`config.mk`:
```
export PLATFORM = sky130hd
export DESIGN_NAME = csc_dec_hls_deadlock_report_unit
export DESIGN_NICKNAME = d
export VERILOG_FILES = /design/src/rtl/csc_dec_hls_deadlock_report_unit.sv
export SDC_FILE = /design/constraint.sdc
export NUM_CORES = 1
export LEC_CHECK = 0
export BUFFER_PORTS_ARGS = -buffer_cell sky130_fd_sc_hd__buf_2
export CAP_MARGIN = 5
export CORE_MARGIN = 2
export CORE_UTILIZATION = 60
export CTS_CLUSTER_SIZE = 25
export DETAILED_ROUTE_END_ITERATION = 8
export GPL_ROUTABILITY_DRIVEN = 0
export PLACE_DENSITY = 0.8
export SKIP_CTS_REPAIR_TIMING = 1
export SYNTH_ARGS = -nofsm -noshare
export SYNTH_HDL_FRONTEND = slang
export SYNTH_SLANG_ARGS = --single-unit
```
`constraint.sdc`:
```
create_clock -name clock -period 8.9 [get_ports clock]
set_input_delay 2.225 -clock clock [delete_from_list [all_inputs] [get_ports clock]]
set_output_delay 2.225 -clock clock [all_outputs]
set_load 0.01 [all_outputs]
```
`src/rtl/csc_dec_hls_deadlock_report_unit.sv`:
```
// csc_dec HLS deadlock report unit: qualifies persistent block runs and
// emits one timestamped report per deadlock plus sticky status.
module csc_dec_hls_deadlock_report_unit #(
  parameter int NUM_SIGS = 4,
  parameter int THRESH   = 16,
  parameter int CNT_W    = 8,
  parameter int TS_W     = 32
) (
  input  logic                clock,
  input  logic                reset,
  input  logic                block_in,
  input  logic [NUM_SIGS-1:0] axis_block_sigs,
  input  logic                clear,
  output logic                rpt_valid,
  input  logic                rpt_ready,
  output logic [NUM_SIGS-1:0] rpt_sigs,
  output logic [TS_W-1:0]     rpt_stamp,
  output logic                deadlock_flag,
  output logic [7:0]          deadlock_count
);

  typedef enum logic [1:0] {
    ARMED  = 2'd0,
    REPORT = 2'd1,
    HOLD   = 2'd2
  } state_t;

  localparam logic [CNT_W-1:0] LAST = CNT_W'(THRESH - 1);

  state_t              state;
  logic [TS_W-1:0]     ts;
  logic [CNT_W-1:0]    run_cnt;
  logic [NUM_SIGS-1:0] acc;
  logic                qualify;

  assign qualify = (state == ARMED) && block_in && (run_cnt == LAST);

  always_ff @(posedge clock or posedge reset) begin
    if (reset) ts <= '0;
    else       ts <= ts + 1'b1;
  end

  always_ff @(posedge clock or posedge reset) begin
    if (reset) begin
      state     <= ARMED;
      run_cnt   <= '0;
      acc       <= '0;
      rpt_valid <= 1'b0;
      rpt_sigs  <= '0;
      rpt_stamp <= '0;
    end else begin
      unique case (state)
        ARMED: begin
          if (qualify) begin
            rpt_sigs  <= acc | axis_block_sigs;
            rpt_stamp <= ts;
            rpt_valid <= 1'b1;
            run_cnt   <= '0;
            acc       <= '0;
            state     <= REPORT;
          end else if (block_in) begin
            run_cnt <= run_cnt + 1'b1;
            acc     <= acc | axis_block_sigs;
          end else begin
            run_cnt <= '0;
            acc     <= '0;
          end
        end
        REPORT: begin
          if (rpt_ready) begin
            rpt_valid <= 1'b0;
            state     <= HOLD;
          end
        end
        // one report per continuous block: re-arm only after a low sample
        HOLD: begin
          if (!block_in) state <= ARMED;
        end
        default: state <= ARMED;
      endcase
    end
  end

  always_ff @(posedge clock or posedge reset) begin
    if (reset) begin
      deadlock_flag  <= 1'b0;
      deadlock_count <= '0;
    end else if (qualify) begin
      deadlock_flag <= 1'b1;
      if (clear)
        deadlock_count <= 8'd1;
      else if (deadlock_count != 8'hFF)
        deadlock_count <= deadlock_count + 1'b1;
    end else if (clear) begin
      deadlock_flag  <= 1'b0;
      deadlock_count <= '0;
    end
  end

endmodule

```
After elaboration in Yosys (flattened, before gate mapping)
Cells that the tools add are included.
{"block": "word_totals", "elab_cells": 47, "input_bits": 9, "register_bits": 92}
{"block": "classes", "add_sub_neg": 3, "n_eq_ne": 7, "reduce_logical": 10, "bitwise": 1, "muxes": 17}
{"operator": "$mux W8", "count": 6}
{"operator": "$add A32 B1 Y32 const B", "count": 1}
{"operator": "$add A8 B1 Y8 const B", "count": 2}
{"operator": "$eq A8 B4 Y1 const B", "count": 1}
{"operator": "$mux W4", "count": 2}
{"operator": "$ne A8 B8 Y1 const B", "count": 1}
{"operator": "$mux W2", "count": 3}
{"operator": "$ne A2 B2 Y1 const B", "count": 3}
{"operator": "$pmux W2 S3", "count": 1}
{"operator": "$reduce_and A3 Y1", "count": 2}
{"operator": "$reduce_bool A2 Y1", "count": 3}
{"operator": "$mux W1", "count": 4}
{"operator": "$or A4 B4 Y4", "count": 1}
{"operator": "$reduce_and A2 Y1", "count": 2}
{"operator": "$eq A2 B1 Y1 const B", "count": 1}
{"operator": "$eq A2 B2 Y1 const B", "count": 1}
{"operator": "$logic_and A1 B1 Y1", "count": 2}
{"operator": "$logic_not A2 Y1", "count": 1}
{"operator": "$pmux W1 S2", "count": 1}

Longest topological paths before layout
Gate-level depths: netlist (run 1).
{"block": "logic_depth", "ltp_word": 5, "ltp_mapped": 7, "mapped_depth_nobuf": 5}

Worst setup path before layout (run 1)
No wires, ideal clock.
{"block": "synth_timing", "kind": "input -> register", "startpoint": "input block_in", "endpoint": "register deadlock_count[3]", "path_slack_ns": 5.558, "required_ns": 8.822, "arrival_time_ns": 3.264, "path_buffers": 1, "cell_stages": 5, "cell_sequence": "nor3b_2 > nand3_1 > buf_2 > or4_1 > a21oi_1"}
{"block": "synth_via", "elab_chain_len": 4, "elab_cells_between_ends": 5, "cone_classes": "1 x mux; 4 x reduce/logical"}
{"element": "start, declared", "line_no": "11", "rtl": "input logic block_in,"}
{"element": "$logic_and A1 B1 Y1 * (2 in series)", "line_no": "36", "rtl": "assign qualify = (state == ARMED) && block_in && (run_cnt == LAST);"}
{"element": "$reduce_bool A2 Y1 (no source line)"}
{"element": "$reduce_and A2 Y1 (no source line)"}
{"element": "end signal, assigned", "line_no": "93", "rtl": "deadlock_count <= deadlock_count + 1'b1;"}
{"element": "end, declared", "line_no": "19", "rtl": "output logic [7:0] deadlock_count"}
Every way passes the cells marked *; elsewhere a longest branch is shown, timed or not.
A chain may end at the register's enable or synchronous reset.

Worst setup path in the final report (run 1)
{"block": "layout_timing", "startpoint": "input block_in", "endpoint": "register deadlock_count[5]"}
Same word-level chain as after synthesis.

==> run summary, run 1 <==
Remaining routing DRC violations: 0. Traced cell by cell, the critical path runs through buf_2 > nor3b_2 > nand3_2 > or4b_1 > a21oi_1. The total area inside the core boundary comes to 6386 µm².

Buffers placed on the I/O ports in this run total 54. Maximum number of pins on one net before global-route repair: 93. The first detailed-routing pass ran for 4 iterations. The logs give 525 for the final standard cell count with taps included and fillers excluded and 4749 µm for the half-perimeter wire length after detailed placement.

The run finished with clean final reports. The largest clock skew in the final design is 0.009422 ns. For this block, the initial DRC count from the detailed router was 103. The placed instances occupy a cell area of 4290 µm².

TritonCTS built the clock tree. Setup slack on the critical path of the routed design comes to 4.789 ns. The initial antenna violation count is 0.

In this run the horizontal extent of the chip is 85.40 µm. The most used flip-flop cell after synthesis is dfrtp_1. The effective utilization at floorplan is 0.6225, and the worst-margin pin slew is 1.143 ns. The longest clock path from root to sink contains 2 buffers.

Setup violations remaining at the end of the flow were counted as 0. The via count of the first global-routing pass was 2831. The global-route total usage across every layer came out at 0.2235. IR analysis of the VDD net gives a maximum drop of 104.7 µV. Clock tree synthesis selected as its root buffer the cell clkbuf_8. Counting distinct cell types in the post-synthesis netlist gives 41. The final critical-path share of the clock period was 0.4620; the portion of synthesized cell area occupied by the leading cell type was 0.5792. Areal power density over the cells: 152.6 nW/µm². After technology mapping, the gate count stands at 394. The worst setup timing slack at the placement stage is 4.377 ns. In the final layout, the multi-input gates occupy 1575 µm². For this run, the slowest stage of the critical path takes 0.83 ns. In this run the worst path has a maximum fanout of 57.

The average wire length per cell after detail routing is 13.78 µm. After clock tree synthesis, the clock-pin slew on the worst setup and hold paths is 0.08 ns. The tools report the number of nets in the finished design as 457.

After synthesis the cells add up to 3975 µm². Worst hold-check path type: flop to flop. The max-cap violation count came out at 0. For the portion of the post-synthesis area used by sequential elements, the log shows 0.5792.

dfrtp_1 takes more of the synthesized area than any other cell. The final-report hold violation count was 0. The worst path buffer plus inverter count was 1; the static power due to leakage was 0.002352 µW. The arrival time of data at the critical path endpoint was 4.38 ns. In this run, synthesis produced a sequential element count of 92. The share of cells above drive strength 1 was 0.1853; the flip-flop and latch area was 2302 µm². The clock drives 92 sinks. Pin placement for this block handled 55 I/O pins. Sort of element at the start of the critical path: a primary input. The cell family contributing the most delay on the critical path is simple AND/OR/NAND/NOR gates. For the utilization of the core after routing, the log shows 0.6965. STA classifies the critical path endpoint as a flop. The vertical die dimension is 85.40 µm. Using the TritonRoute via totals, the vias-per-cell ratio works out to 5.537. Sorting the synthesized cells by area gives the leading types as dfrtp_1, nand2_1, xor2_1. Counting I/O delays and the setup requirement, the final critical path takes 4.111 ns. Setup total negative slack on the finished layout was measured at 0 ns.

For the CTS buffer count, the log shows 9. The repair_antennas step left the layout with diodes totalling 0. The area overhead of the layout relative to synthesis came out at 11.90%. The cell area after layout is 4448 µm², and the number of enable flip-flop cells after synthesis is 0. The total wirelength of the detailed-routed design came out at 7235 µm. The headroom to the max-slew limit is 0.2378, and the overflow left after global routing is 0. For this run, the number of Yosys warnings is 0. The average instance in the mapped netlist occupies 10.09 µm². The highest clock frequency the design can meet is 243.2 MHz, and the placed instance count is 511.

The cell with the largest stage delay on the worst path is nand3_2. The run gives 7292 µm² as the full die area. The share of synthesized flip-flops with an asynchronous set or reset is 1.000, and the net count after synthesis is 406.

The H-tree was split into 3 levels. The tools report the max-slew violation total from the final report as 0. Setup repair after global routing left no endpoint under its margin.

In this run the core area contains 29 standard-cell rows. The first global-routing pass estimated 13000 µm of wire. For the remaining number of nets flagged by the antenna check after routing, the log shows 0.

For the worst-skew pair, the clock arrives at the later sink with an insertion delay of 0.35 ns. The count of fill cells added during filler insertion came out at 484. At the worst endpoint, the required time is 9.17 ns. The final route contains 2907 vias. By startpoint and endpoint, the worst setup path is classified as primary input to flop.
## cell usage in the layout, fill, tap and decap left out, types with 6 or more instances in the layout
master	instances
nand2_1	116
dfrtp_1	92
buf_2	54
nor2_1	18
xor2_1	18
o21ai_0	16
xnor2_1	15
nand3_1	13
clkbuf_8	10
nor3_1	9
a21oi_1	8
a22o_1	8
inv_1	7
nand4_1	6
and4_1	6
## final timing paths
path,cells past startpoint,slack (ns),endpoint,from
setup / recovery,5,4.79,deadlock_count[5],block_in
hold / removal,2,0.47,rpt_stamp[29],rpt_stamp[29]
setup reg to reg,5,6.15,deadlock_count[5],run_cnt[0]
hold reg to reg,2,0.47,rpt_stamp[29],rpt_stamp[29]
max in group asynchronous,3,5.93,ts[1],reset
min in group asynchronous,3,2.23,deadlock_count[3],reset
## tightest hold or removal path, cell delays in order (launching register included)
cell,delay [ns]
dfrtp_1,0.34
nand2_1,0.05
nand2_1,0.05
## cell type report
cell class / instances / area share
Clock buffer: 12 / 0.03263
Clock inverter: 2 / 0.002813
Inverter: 8 / 0.007032
Timing Repair Buffer: 56 / 0.06414
Multi-Input combinational cell: 278 / 0.3541
Sequential cell: 92 / 0.5176
Tap cell: 77 / 0.02166
## logic make-up after synthesis
kind of cell / Yosys count / synth area share
flip-flops: 92 / 0.5792
AND/OR/NAND/NOR: 203 / 0.2512
XOR/XNOR: 33 / 0.07271
adder cells (fa/ha/maj): 3 / 0.009444
AO/OA/AOI/OAI: 38 / 0.05886
multiplexers: 1 / 0.002833
buffers and inverters: 24 / 0.02581
## Yosys cell counts, types with 2 or more instances
library cell  instances
nand2b_1              2
buf_2                 4
xor2_1               18
nand2_1             116
nor4_2                4
nor2b_1               3
nor3_1                9
and3_1                5
clkbuf_1             10
a21oi_1               8
o21ai_0              16
or3_1                 2
nand4_1               6
inv_1                 8
a22o_1                8
nand3_1              14
nor3_2                2
dfrtp_1              92
and4_1                6
o31ai_1               2
nor4_1                3
a31oi_1               2
xnor2_1              15
nand3b_1              2
nor2_1               18
or4_1                 2
ha_1                  3
## registers in the layout (all words and copies together) (netlist names)
signal / count
rpt_stamp: 32
ts: 32
deadlock_count: 8
run_cnt: 8
acc: 4
rpt_sigs: 4
state: 2
deadlock_flag: 1
rpt_valid: 1
## power by group
part | switching (µW) | leakage (µW) | internal, µW | total, µW
sequential | 1.95 | 0.00126 | 420 | 422
clock | 133 | 0.0000783 | 106 | 239
combinational | 12.6 | 0.00101 | 5.22 | 17.8
## metrics by stage
step | hold slack, ns | total power (µW)
after global routing | 0.4963 | 701.5
after floorplan | 0.4415 | 442.6
after global placement | 0.4547 | 448.4
after CTS | 0.4788 | 686.0
after detailed placement | 0.4572 | 448.8
final | 0.4717 | 678.6
## routing by layer
| layer | GRT usage | wire length [µm] | vias to the layer above |
|---|---|---|---|
| met2 | 0.3580 | 3298 | 60 |
| met3 | 0.02918 | 256 | 8 |
| met5 | 0 | 0 | - |
| met1 | 0.3110 | 3563 | 1411 |
| li1 | - | - | 1428 |
| met4 | 0.09235 | 117 | 0 |
Power figures use the tool's default switching activity.
==> run 2, diff against run 1 <==
--- a/config.mk
+++ b/config.mk
@@ -5,14 +5,15 @@
 export SDC_FILE = /design/constraint.sdc
 export NUM_CORES = 1
 export LEC_CHECK = 0
+export ABC_AREA = 1
 export BUFFER_PORTS_ARGS = -buffer_cell sky130_fd_sc_hd__buf_2
 export CAP_MARGIN = 5
 export CORE_MARGIN = 2
-export CORE_UTILIZATION = 60
+export CORE_UTILIZATION = 52
 export CTS_CLUSTER_SIZE = 25
 export DETAILED_ROUTE_END_ITERATION = 8
 export GPL_ROUTABILITY_DRIVEN = 0
-export PLACE_DENSITY = 0.8
+export PLACE_DENSITY = 0.73
 export SKIP_CTS_REPAIR_TIMING = 1
 export SYNTH_ARGS = -nofsm -noshare
 export SYNTH_HDL_FRONTEND = slang
==> constraint.sdc (replaced) <==
create_clock -name clock -period 3.7 [get_ports clock]
set_input_delay 0.925 -clock clock [delete_from_list [all_inputs] [get_ports clock]]
set_output_delay 0.925 -clock clock [all_outputs]
set_load 0.01 [all_outputs]
==> run 2 against run 1 <==
Net effect:
- clock skew is 0.0069 ns higher
- via count is 19% higher
- clock power grew to 2.8 times the previous value
- clock-buffer cell count is 1 higher
- non-clock buffer count is 1 higher
- sequential cell count stayed put
- worst setup slack worse by 3.2 ns
- combinational power is 130% higher
- area after synthesis is 8.5% higher
- cell count is 28% higher
==> run summary, run 2 <==
Number of search-and-repair iterations in the first detailed-routing pass: 4 (unchanged). The share of synthesized flip-flops with an asynchronous set or reset was 1.000 (unchanged); the overflow left after global routing was 0 (unchanged). Minimum clock period: 2.068 ns. The root buffer cell chosen for the clock tree is clkbuf_8. The post-synthesis sequential element count came out at 92 (unchanged). The category of the critical setup timing path was flop to flop. For the count of clock tree sinks, the log shows 92 (unchanged). Areal power density over the cells: 355.0 nW/µm² (+130%).

After synthesis, the cell types taking the most area are dfrtp_1, nand2_1, xor2_1. The via count of the first global-routing pass was 3307 (+17%). The warning count from the yosys run was 0 (unchanged); the core outline area was 8134 µm² (+27%). The worst setup path is launched from a flop. The commonest cells after synthesis are nand2_1, dfrtp_1, inv_1. The area growth from synthesis to layout is 12.73%. The run gives 0 (unchanged) as the initial antenna violation count.

For the insertion delay to the later sink of the worst-skew pair, the log shows 0.36 ns (about the same). The number of nets in the finished design is 574 (+26%), and the critical path required time is 3.94 ns (-5.23 ns). The static power due to leakage is 0.002431 µW (+3.4%). The global-route wire length before repair was 15450 µm (+19%). The arrival time of data at the critical path endpoint came out at 2.31 ns (-2.07 ns). The nature of the critical path endpoint was a flop. TritonCTS built the clock tree. Half-perimeter wire length after detailed placement: 6738 µm (+42%). The worst hold-check slack was 0.4788 ns (+0.007048 ns); the portion of synthesized cell area occupied by the leading cell type was 0.5336 (-0.04552). Vertical die dimension: 95.09 µm (+11%). The worst-margin pin slew came out at 0.7881 ns (-0.3552 ns). Walking the worst path, the cells encountered are ha_1 > nand3_2 > nor2_4 > nand2_2 > buf_12 > nand2_1 > nand3_1 > nand2_1 > nand2_1. For the post-synthesis cell area, the log shows 4314 µm² (+8.5%). The most used standard cell by instance count after synthesis was nand2_1.

The highest clock frequency the design can meet is 483.5 MHz, and the share of cells above drive strength 1 is 0.1817 (-0.003610). The count of pins on the block boundary came out at 55 (unchanged). The number of enable flip-flop cells after synthesis is 0 (unchanged), and the peak supply drop is 168.0 µV (+60%).

The register clock-pin slew on the reported worst setup and hold paths is 0.09 ns (about the same), and the number of vias per cell is 5.135 (-7.3%). Leaving out fill and tap cells, the most frequent cell in the layout is nand2_1. For the routed via count, the log shows 3451 (+19%).

The tools report the post-placement cell area as 4668 µm² (+8.8%). For the remaining number of nets flagged by the antenna check after routing, the log shows 0 (unchanged). For the final number of setup-violating endpoints, the log shows 0 (unchanged). The global-route total usage across every layer was 0.2215 (-0.001929); the die width was 95.09 µm (+11%). The final critical-path share of the clock period was 0.5589; the remaining routing DRC violations was 0 (unchanged). The max-slew violation total from the final report is 0 (unchanged), and the gate count of the mapped netlist is 503 (+28%). The number of buffers inserted by port buffering is 54 (unchanged), and the diode insertion count for antenna repair is 0 (unchanged).

Final-report hold violation count: 0 (unchanged). The maximum fanout encountered on the critical timing path came out at 44 (-23%). The full die area was 9041 µm² (+24%). The cell area after layout was 4863 µm² (+9.3%). Worst hold-check path type: flop to flop. The logs give 0 (unchanged) for the max-cap violation count and 515 (+27%) for the net count after synthesis. The setup TNS after final layout is 0 ns (unchanged), and the mean area per synthesized cell is 8.577 µm² (-15%). The flow ran to the end, and the final reports show no timing, DRC or antenna violations. Setup repair after global routing left no endpoint under its margin.

The number of cell rows came out at 33 (+14%). The maximum cell stage delay along the critical path came out at 0.40 ns (-0.43 ns). The synthesized design spends more area on one cell type than any other, namely dfrtp_1.

Leaving out fill and tap cells, the most frequent cells in the layout are nand2_1, dfrtp_1, buf_2, inv_1, nor2_1. The average wire length per cell after detail routing was 13.48 µm (-2.2%). Top cell family by delay on the critical path: simple AND/OR/NAND/NOR gates.

The worst path buffer plus inverter count is 1 (unchanged). The number of DRC markers in iteration 0 is 124 (+20%). The largest clock skew in the final design came out at 0.01632 ns (+0.006901 ns). The worst-case clock buffer depth was 2 (unchanged). In the final layout, the registers with the most flip-flops are rpt_stamp x32, ts x32. The count of fill cells added during filler insertion came out at 725 (+50%). The cell repeated most along the worst path is nand2_1. The tools report the total wirelength of the detailed-routed design as 9056 µm (+25%). The dominant register cell in the synthesized netlist was dfrtp_1.

The maximum number of pins on one net before global-route repair was 48 (-48%). Among all stages on the critical path, the largest delay is contributed by dfrtp_1. The distinct cell type count after synthesis was 27 (-34%). The CTS buffer count was 9 (unchanged); the effective utilization at floorplan was 0.5304 (-0.09207).

The H-tree depth is 3 (unchanged). The portion of the post-synthesis area used by sequential elements came out at 0.5336 (-0.04552). The tools report the headroom to the max-slew limit as 0.4740 (+0.2362).
-- run 2: cell types whose count changed in the layout (fill, tap and decap cells not counted), moves of 6 or more --
cell,before,now
nand2_1,116,165
xnor2_1,15,1
a22o_1,8,0
and4_1,6,0
nor2_1,18,46
o21ai_2,0,20
inv_1,7,48
nand3_1,13,37
-- run 2: worst paths after layout --
check | start | endpoint | slack, ns | cells past startpoint
max | run_cnt[0] | rpt_valid | 1.63 | 9
min | deadlock_flag | deadlock_flag | 0.48 | 2
max reg2reg | run_cnt[0] | rpt_valid | 1.63 | 9
min reg2reg | deadlock_flag | deadlock_flag | 0.48 | 2
max in group asynchronous | reset | rpt_stamp[21] | 2.22 | 3
min in group asynchronous | reset | rpt_sigs[2] | 0.68 | 2
-- run 2: worst reg2reg max path, delay by kind of cell, from the launching register on --
family / cells / cell delay [ns]
flip-flops: 1 / 0.40
AND/OR/NAND/NOR: 7 / 0.99
adder cells (fa/ha/maj): 1 / 0.21
buffers and inverters: 1 / 0.36
-- run 2: cells by family after synthesis --
| family | share of synthesized area |
|---|---|
| AND/OR/NAND/NOR | 0.2671 |
| flip-flops | 0.5336 |
| buffers and inverters | 0.06439 |
| AO/OA/AOI/OAI | 0.07744 |
| XOR/XNOR | 0.04872 |
| adder cells (fa/ha/maj) | 0.008702 |
-- run 2: metrics by stage --
step	utilization	power (µW)	worst slack, ns	std cells
after global routing	0.5979	1802	1.387	672
after floorplan	-	1062	0.3830	503
final	0.5979	1727	1.632	672
after detailed placement	0.5739	1079	1.291	656
after global placement	0.5739	1078	1.353	656
after CTS	0.5979	1748	1.608	672
-- run 2: report_power, final --
group / switching (µW) / internal (µW) / leakage (µW) / total, µW
logic: 31.6 / 9.86 / 0.00107 / 41.4
clock network: 337 / 333 / 0.0000938 / 670
registers: 4.64 / 1010 / 0.00126 / 1020
-- run 2: routing by layer --
layer	vias to the layer above	global-route usage	wire (µm)
li1	1715	-	-
met1	1632	0.2919	4220
met2	88	0.3603	4276
met3	16	0.04585	360
met4	0	0.08696	199
met5	-	0	0
-- run 2: final cells by class --
cell class	count	area (µm²)	share of cell area
clock buffers	13	148.9	0.03061
clock inverters	3	46.29	0.009519
inverters	51	192.7	0.03962
multi-input cells	351	1737	0.3571
flip-flops and latches	92	2302	0.4734
well taps	105	131.4	0.02701
repair buffers	57	305.3	0.06277
==> run 3, diff against run 2 <==
--- a/config.mk
+++ b/config.mk
@@ -5,15 +5,15 @@
 export SDC_FILE = /design/constraint.sdc
 export NUM_CORES = 1
 export LEC_CHECK = 0
-export ABC_AREA = 1
+export ABC_AREA = 0
 export BUFFER_PORTS_ARGS = -buffer_cell sky130_fd_sc_hd__buf_2
 export CAP_MARGIN = 5
 export CORE_MARGIN = 2
-export CORE_UTILIZATION = 52
+export CORE_UTILIZATION = 57
 export CTS_CLUSTER_SIZE = 25
 export DETAILED_ROUTE_END_ITERATION = 8
 export GPL_ROUTABILITY_DRIVEN = 0
-export PLACE_DENSITY = 0.73
+export PLACE_DENSITY = 0.76
 export SKIP_CTS_REPAIR_TIMING = 1
 export SYNTH_ARGS = -nofsm -noshare
 export SYNTH_HDL_FRONTEND = slang
==> constraint.sdc (replaced) <==
create_clock -name clock -period 2.1 [get_ports clock]
set_input_delay 0.525 -clock clock [delete_from_list [all_inputs] [get_ports clock]]
set_output_delay 0.525 -clock clock [all_outputs]
set_load 0.01 [all_outputs]
==> run 3 against run 2 <==
Net effect:
- final area shrank 7.0%
- worst setup slack lost 1.4 ns
- total power grew 71%
- global-route usage shrank 0.66 points
- via count shrank 15%
- first-iteration DRC count grew 60%
- register-to-register slack lost 1.4 ns
- fmax grew 8.3%
- die area shrank 15%
- routed wire length shrank 17%
- clock-buffer cell count shrank 1
- sequential cell count is the same
- largest power group unchanged
- highest routed layer unchanged
==> run summary, run 3 (synthesized netlist as in run 1, its figures left out) <==
The count of pins on the block boundary is 55 (unchanged). TritonCTS built the clock tree. The run gives 0 ns (unchanged) as the setup TNS after final layout. The count of clock tree sinks is 92 (unchanged), and the number of vias per cell is 5.477 (+6.6%).

The final number of setup-violating endpoints is 0 (unchanged), and the full die area is 7658 µm² (-15%). The average wire length per cell after detail routing is 14.04 µm (+4.2%). The highest clock frequency the design can meet is 523.9 MHz (+8.3%), and the part of the power in registers is 0.607 (+0.019). The flow ran to the end, and the final reports show no timing, DRC or antenna violations. The routed via count is 2919 (-15%).

The number of buffers inserted by port buffering was 54 (unchanged); the flip-flop and latch area was 2302 µm² (unchanged). Clock tree synthesis selected as its root buffer the cell clkbuf_8. For the insertion delay to the later sink of the worst-skew pair, the log shows 0.35 ns (about the same). The worst-case reg-to-reg path depth was 5 (-4); the switching part of the total power was 0.2138 (-0.002058).

For the maximum number of pins on one net before global-route repair, the log shows 93 (+94%). The largest registers in the layout are rpt_stamp x32, ts x32. In this run the worst setup path terminates at deadlock_count[4]. Final critical-path share of the clock period: 0.9090 (+0.3500). The via count of the first global-routing pass was 2791 (-16%). Largest clock skew in the final design: 0.007557 ns (-0.008766 ns). The worst hold-check path type was primary input to asynchronous set/reset pin. Half-perimeter wire length after detailed placement: 5056 µm (-25%). In the layout the commonest cells are nand2_1, dfrtp_1, buf_2, nor2_1, xor2_1.

The core outline area is 6756 µm² (-17%), and the static power due to leakage is 0.002391 µW (-1.6%). Internal power contribution: 2319 µW (+71%). The run gives 0.028 (+0.004) as the part of the total power dissipated in combinational logic.

The number of cell rows is 30 (-9.1%). The worst reg2reg path startpoint was run_cnt[1]. The register clock-pin slew on the reported worst setup and hold paths works out to 0.08 ns (about the same). The total wirelength of the detailed-routed design is 7485 µm (-17%).

The area overhead of the layout relative to synthesis was 13.76%; the number of search-and-repair iterations in the first detailed-routing pass was 4 (unchanged). The worst-margin pin slew was 0.6535 ns (-0.1346 ns). Setup repair after global routing left no endpoint under its margin. The tools report the global-route wire length before repair as 12930 µm (-16%). In this run the worst setup path begins at run_cnt[1]. The sort of element at the start of the critical path is a flop.

The utilization of the core after routing was 0.6693 (+0.07135); the areal power density over the cells was 652.2 nW/µm² (+84%). For the global-route total usage across every layer, the log shows 0.2149 (-0.006603). The critical path required time came out at 2.37 ns (-1.57 ns). The logs give 9 (unchanged) for the CTS buffer count and 462 (-20%) for the number of nets in the finished design. The category of the critical setup timing path was flop to flop. The number of DRC markers in iteration 0 was 199 (+60%). STA classifies the critical path endpoint as a flop. The peak supply drop was 396.9 µV (+140%). The arrival time of data at the critical path endpoint was 2.18 ns (-0.13 ns). The H-tree depth was 3 (unchanged). The minimum clock period was 1.909 ns (-0.1593 ns). The die width is 87.51 µm (-8.0%). Share of cells above drive strength 1: 0.1987 (+0.01702). The logs give 0 (unchanged) for the remaining routing DRC violations and 0 (unchanged) for the overflow left after global routing.

In this run the critical register-to-register path is captured at deadlock_count[4]. The count of fill cells added during filler insertion came out at 558 (-23%). The clock share of power was 0.366 (-0.022). Max-slew violation total from the final report: 0 (unchanged).

The logs give 0.5610 (+0.08700) for the headroom to the max-slew limit and 0 (unchanged) for the max-cap violation count. The remaining number of nets flagged by the antenna check after routing came out at 0 (unchanged). Vertical die dimension: 87.51 µm (-8.0%).

The final-report hold violation count was 0 (unchanged). The reported net switching power came out at 630.6 µW (+69%). The initial antenna violation count is 0 (unchanged), and the area taken by multi-input logic gates is 1575 µm² (-9.3%).

The library cell used most frequently in the layout, excluding fill and tap cells, is nand2_1. The diode insertion count for antenna repair is 0 (unchanged). The run gives 0.19 ns (-1.44 ns) as the worst-case register-to-register setup slack. The maximum fanout encountered on the critical timing path works out to 10 (-77%).

Effective utilization at floorplan: 0.5883 (+0.05795). The tools report the worst-case clock buffer depth as 2 (unchanged).
run 3: cell count changes in the layout (fill, tap and decap cells not counted), sizes merged, moves of 5 or more:
cell   before  now
nand2     166  116
inv        49    7
nor2       51   18
nand3      39   15
o21ai      39   16
xnor2       1   15
a22o        0    8
nor4        0    8
and4        0    6
and3        0    5
xor2       23   18
run 3: layout make-up:
| class | instances | share of cell area |
|---|---|---|
| tap | 80 | 0.02214 |
| timing repair buffer | 61 | 0.07416 |
| clock inverter | 2 | 0.002214 |
| inverter | 8 | 0.007471 |
| clock buffer | 12 | 0.03652 |
| sequential | 92 | 0.5091 |
| multi-input combinational | 278 | 0.3484 |
run 3: power by group through the flow:
stage               clock (µW)  combinational [µW]  sequential (µW)
finish                    1080                81.1             1790
global route              1170                93.5             1790
CTS                       1090                84.0             1790
detailed placement           0                84.0             1830
global placement             0                80.8             1820
floorplan                    0                53.3             1820
run 3: stage by stage:
step | hold slack (ns) | power, µW | area [µm²] | setup WS [ns] | instances
CTS | 0.3360 | 2963 | 4522 | 0.2048 | 533
detailed placement | 0.4568 | 1909 | 4347 | 0.1856 | 519
floorplan | 0.4415 | 1876 | 3979 | 0.3809 | 394
finish | 0.3164 | 2949 | 4522 | 0.1912 | 533
global route | 0.3513 | 3052 | 4522 | 0.09820 | 533
global placement | 0.4551 | 1905 | 4347 | 0.2563 | 519
run 3: worst min path at each step:
stage,slack [ns],endpoint
2_1_floorplan,0.44,ts[31]
3_3_place_gp,0.46,rpt_stamp[30]
3_5_place_dp,0.46,rpt_stamp[6]
4_1_cts,0.34,rpt_stamp[18]
5_1_grt,0.35,deadlock_count[3]
6_report,0.32,rpt_stamp[18]
run 3: worst max-delay path: stages, from the launching register on:
cell and delay [ns]:
dfrtp_1 0.39, ha_1 0.21, and4b_1 0.28, nand3_2 0.22, or4_1 0.56, a21oi_1 0.17
run 3: metal layers:
layer,vias to the layer above,global-route usage,routed length [µm]
met5,-,0,0
met4,0,0.06993,106
met3,9,0.04265,248
met2,59,0.3444,3502
met1,1416,0.2973,3628
li1,1435,-,-
